$ cat src/rtl/rom_pic_reader.sv
// rom_pic_reader: windowed picture-ROM reader driven by video timing, 3-clk aligned RGB/sync output
module rom_pic_reader #(
   parameter int IMG_W = 256,
   parameter int IMG_H = 256,
   parameter int ADDR_WIDTH = 16,
   parameter int DATA_WIDTH = 24,
   parameter int H_START = 0,
   parameter int V_START = 0,
   parameter logic [DATA_WIDTH-1:0] BG_COLOR = '0
) (
   input  logic                  clk,
   input  logic                  rst_n,
   input  logic                  vs_in,
   input  logic                  hs_in,
   input  logic                  de_in,
   output logic [ADDR_WIDTH-1:0] rom_addr,
   input  logic [DATA_WIDTH-1:0] rom_data,
   output logic                  vs_out,
   output logic                  hs_out,
   output logic                  de_out,
   output logic [DATA_WIDTH-1:0] rgb_out,
   output logic                  frame_done
);
   localparam logic [ADDR_WIDTH-1:0] LAST = ADDR_WIDTH'(IMG_W * IMG_H - 1);
   logic vs_q, de_q, frame_valid;
   logic [11:0] x, y;
   logic [13:0] x_off, y_off;
   logic [ADDR_WIDTH-1:0] addr_cnt;
   logic vs_rise, de_fall, in_win, last_pix;
   logic [1:0] vs_p, hs_p, de_p, win_p, last_p;
   // offset-and-compare avoids a constant-true lower bound when the window starts at 0
   always_comb begin
      vs_rise = vs_in & ~vs_q;
      de_fall = ~de_in & de_q;
      x_off = {2'b00, x} - 14'(H_START);
      y_off = {2'b00, y} - 14'(V_START);
      in_win = frame_valid & de_in & (x_off < 14'(IMG_W)) & (y_off < 14'(IMG_H));
      last_pix = in_win & (addr_cnt == LAST);
   end
   always_ff @(posedge clk or negedge rst_n) begin
      if (!rst_n) begin
         vs_q <= 1'b0;
         de_q <= 1'b0;
         frame_valid <= 1'b0;
         x <= '0;
         y <= '0;
         addr_cnt <= '0;
         rom_addr <= '0;
         vs_p <= '0;
         hs_p <= '0;
         de_p <= '0;
         win_p <= '0;
         last_p <= '0;
         vs_out <= 1'b0;
         hs_out <= 1'b0;
         de_out <= 1'b0;
         rgb_out <= '0;
         frame_done <= 1'b0;
      end else begin
         vs_q <= vs_in;
         de_q <= de_in;
         if (vs_rise) frame_valid <= 1'b1;
         x <= de_in ? ((x == 12'hfff) ? x : x + 1'b1) : (de_fall ? '0 : x);
         y <= vs_rise ? '0 : (de_fall ? ((y == 12'hfff) ? y : y + 1'b1) : y);
         addr_cnt <= vs_rise ? '0 : (in_win ? (last_pix ? '0 : addr_cnt + 1'b1) : addr_cnt);
         if (in_win) rom_addr <= addr_cnt;
         vs_p <= {vs_p[0], vs_in};
         hs_p <= {hs_p[0], hs_in};
         de_p <= {de_p[0], de_in};
         win_p <= {win_p[0], in_win};
         last_p <= {last_p[0], last_pix};
         vs_out <= vs_p[1];
         hs_out <= hs_p[1];
         de_out <= de_p[1];
         rgb_out <= win_p[1] ? rom_data : (de_p[1] ? BG_COLOR : '0);
         frame_done <= last_p[1];
      end
   end
endmodule

$ cat config.mk
export PLATFORM = sky130hd
export DESIGN_NAME = rom_pic_reader
export DESIGN_NICKNAME = d
export VERILOG_FILES = /design/src/rtl/rom_pic_reader.sv
export SDC_FILE = /design/constraint.sdc
export NUM_CORES = 1
export LEC_CHECK = 0
export ABC_CLOCK_PERIOD_IN_PS = 2100
export CAP_MARGIN = 20
export CORE_MARGIN = 1.5
export CORE_UTILIZATION = 52
export DETAILED_ROUTE_END_ITERATION = 6
export PLACE_DENSITY_LB_ADDON = 0.3
export SYNTH_ARGS = -nofsm -noshare
export SYNTH_HDL_FRONTEND = slang
export SYNTH_SLANG_ARGS = --single-unit
$ cat constraint.sdc
create_clock -name clk -period 2.1 [get_ports clk]
set_input_delay 0.21 -clock clk [delete_from_list [all_inputs] [get_ports clk]]
set_output_delay 0.21 -clock clk [all_outputs]
set_load 0.05 [all_outputs]
==> metrics.cfg <==
[outcome]
status=complete, no violations

[sta]
skew_ns=0.00717
period_minus_slack_ns=1.85
relSlewSlack=0.645
slew_violations=0
period_share=0.883
fin_setup_tns_ns=0
hold_violations=0
setup_violations=0
max_freq_mhz=539
worst_slew_pin_slew_ns=0.525
grt_setup_unrepaired=no

[placed_design]
io_buffers=72
dpl.hpwl_um=5920
gp_congestion=0.878

[pwr]
p_per_area_nw_per_um2=682
power_w=0.00351
peakVddDrop_v=0.000348
p_leak_nw=2.24

[yosys]
synth.net_count=421
synth_edf_count=0
syn_area_um2=4110
synthArstFlopShare=1.00
synth_ff_type=dfrtp_1
ys_ff_latch=95
synth_cells=389
ys_types=54
synth-seq-area-share=0.579
ys_warn_count=0
postSynthAreaPerCell_um2=10.6

[final_layout]
num-fill-cells=618
drive_gt1_frac=0.0814
layout-area-overhead-vs-synth_pct=25.4
nets=495
final_cell_mix=dfrtp_1, clkdlybuf4s50_1, nand2_1
final_common_cell=dfrtp_1
antenna_cells=0

[detailed_routing]
wl_met3_um=437
vias=3214
dr.pass1.iters=7
met1_length_um=3850
routed_via_density=5.65
ant_nets=0
wl_per_cell_um=15.2
wl_met2_um=4230
drc_errors=0
highest_layer=met4
wl_um=8630
drt_iter0_drc=197

[global_routing]
grt_first_pass_wirelength_um=14700
first_global_vias=3070
overflow=0
antenna_found_initial=0
grt_util_all_layers=0.218
grt_max_degree=59

[worst_setup_path]
r2r_cells=4
required_ns=2.35
critPathLaunchType=flop
crit_arrival_ns=2.10
cp-end-kind=flop
worstSetupPathType=flop to flop
cp_max_fo=9

[hold_path]
whs_path_depth=1
min_path_type=primary input to flop

[floorplan]
start_util=0.535
core_um2=7690
rows=32
io_pins=73
die_w_um=91.9
die-area_um2=8440
die_h_um=91.9

[cts]
cts_buffers=9
clock_sinks=95
cts-root-buf=clkbuf_8
cts.htree.levels=3
clock_path_buffers=2
cts_tree=done
ctsResizeCount=0
clk_latency_ns=0.35
clkSlewWorstSetupHoldPaths_ns=0.09

[job]
drv_cap=0

==> per-layer routing <==
metal  up-vias  GRT usage
li1       1550          -
met1      1539      0.298
met2       112      0.344
met3        13     0.0431
met4         0     0.0833
met5         -          0
==> cells in the mapped netlist, drive strengths merged (3+ instances only) <==
| library cell | count | share of area |
|---|---|---|
| a21o | 3 | 0.0055 |
| a21oi | 20 | 0.024 |
| a31oi | 4 | 0.0061 |
| and2 | 25 | 0.038 |
| and3 | 10 | 0.016 |
| and4 | 8 | 0.018 |
| buf | 5 | 0.0073 |
| clkbuf | 15 | 0.014 |
| dfrtp | 95 | 0.58 |
| ha | 3 | 0.0091 |
| inv | 8 | 0.0073 |
| nand2 | 61 | 0.056 |
| nand2b | 3 | 0.0046 |
| nand3 | 16 | 0.021 |
| nand4 | 18 | 0.031 |
| nor2 | 10 | 0.0091 |
| nor2b | 3 | 0.0046 |
| nor4 | 4 | 0.0097 |
| o211ai | 3 | 0.0055 |
| o21ai | 13 | 0.016 |
| o22ai | 3 | 0.0046 |
| o31ai | 10 | 0.018 |
| or3 | 11 | 0.017 |
| or4 | 8 | 0.016 |
| xor2 | 5 | 0.011 |
==> kinds of logic after synthesis <==
kind of cell,after synthesis,synth area share
AOI/OAI and AO/OA,71,0.111
xor gates and xnor gates,7,0.0149
and+or+nand+nor,183,0.253
adders and majority gates,3,0.00914
DFF,95,0.579
buffers and inverters,28,0.0283
muxes,2,0.00487
==> path summary, 6_finish.rpt <==
| check | from | to | slack (ns) |
|---|---|---|---|
| max reg2reg | addr_cnt[4]$_DFFE_PN0P_ | addr_cnt[0]$_DFFE_PN0P_ | 0.25 |
| max | addr_cnt[4]$_DFFE_PN0P_ | addr_cnt[0]$_DFFE_PN0P_ | 0.25 |
| min reg2reg | vs_p[1]$_DFF_PN0_ | vs_out$_DFF_PN0_ | 0.35 |
| min in group asynchronous | rst_n | rom_addr[10]$_DFFE_PN0P_ | 0.36 |
| min | hs_in | hs_p[0]$_DFF_PN0_ | 0.30 |
| max in group asynchronous | rst_n | rom_addr[2]$_DFFE_PN0P_ | 1.07 |
==> sequential cells by signal, indices dropped and copies added (netlist names), 2 cells and up <==
register and count:
addr_cnt 16, rgb_out 24, de_p 2, vs_p 2
win_p 2, hs_p 2, last_p 2, x 12
rom_addr 16, y 12
==> critical path, stage by stage (launching register included) <==
cell and delay (ns):
dfrtp_1 0.53, nand4_4 0.19, or4_4 0.65, and3_4 0.21, o21a_1 0.16
==> repair_timing <==
item | 4_1_cts | 5_1_grt
setup endpoints to repair | 0 | 0
hold endpoints to repair | 37 | 0
setup buffers | 0 | 0
hold buffers | 1 | 0
==> cell type report <==
type | count | area, µm² | share of cell area
Clock buffer | 11 | 141 | 0.0274
Clock inverter | 4 | 31.3 | 0.00607
Inverter | 8 | 30.0 | 0.00583
Multi-Input combinational cell | 266 | 1620 | 0.314
Sequential cell | 95 | 2380 | 0.462
Tap cell | 102 | 128 | 0.0248
Timing Repair Buffer | 83 | 828 | 0.161
==> where the power goes <==
group	internal, W	switching (W)	leakage (nW)
Sequential	0.00190	0.0000689	1.26
Clock	0.000461	0.000606	0.0781
Combinational	0.000185	0.000291	0.899
Total	0.00255	0.000966	2.24
==> through the flow <==
stage	setup slack [ns]	cell area, µm²	utilization	hold slack [ns]	cells
6_report	0.246	5150	0.670	0.304	569
5_1_grt	0.114	5150	0.670	0.284	569
3_5_place_dp	0.160	4970	0.646	0.211	553
4_1_cts	0.255	5150	0.670	0.290	569
2_1_floorplan	0.405	4110	-	-0.0856	389
3_3_place_gp	0.208	4970	0.646	0.207	553
Power figures use the tool's default switching activity.
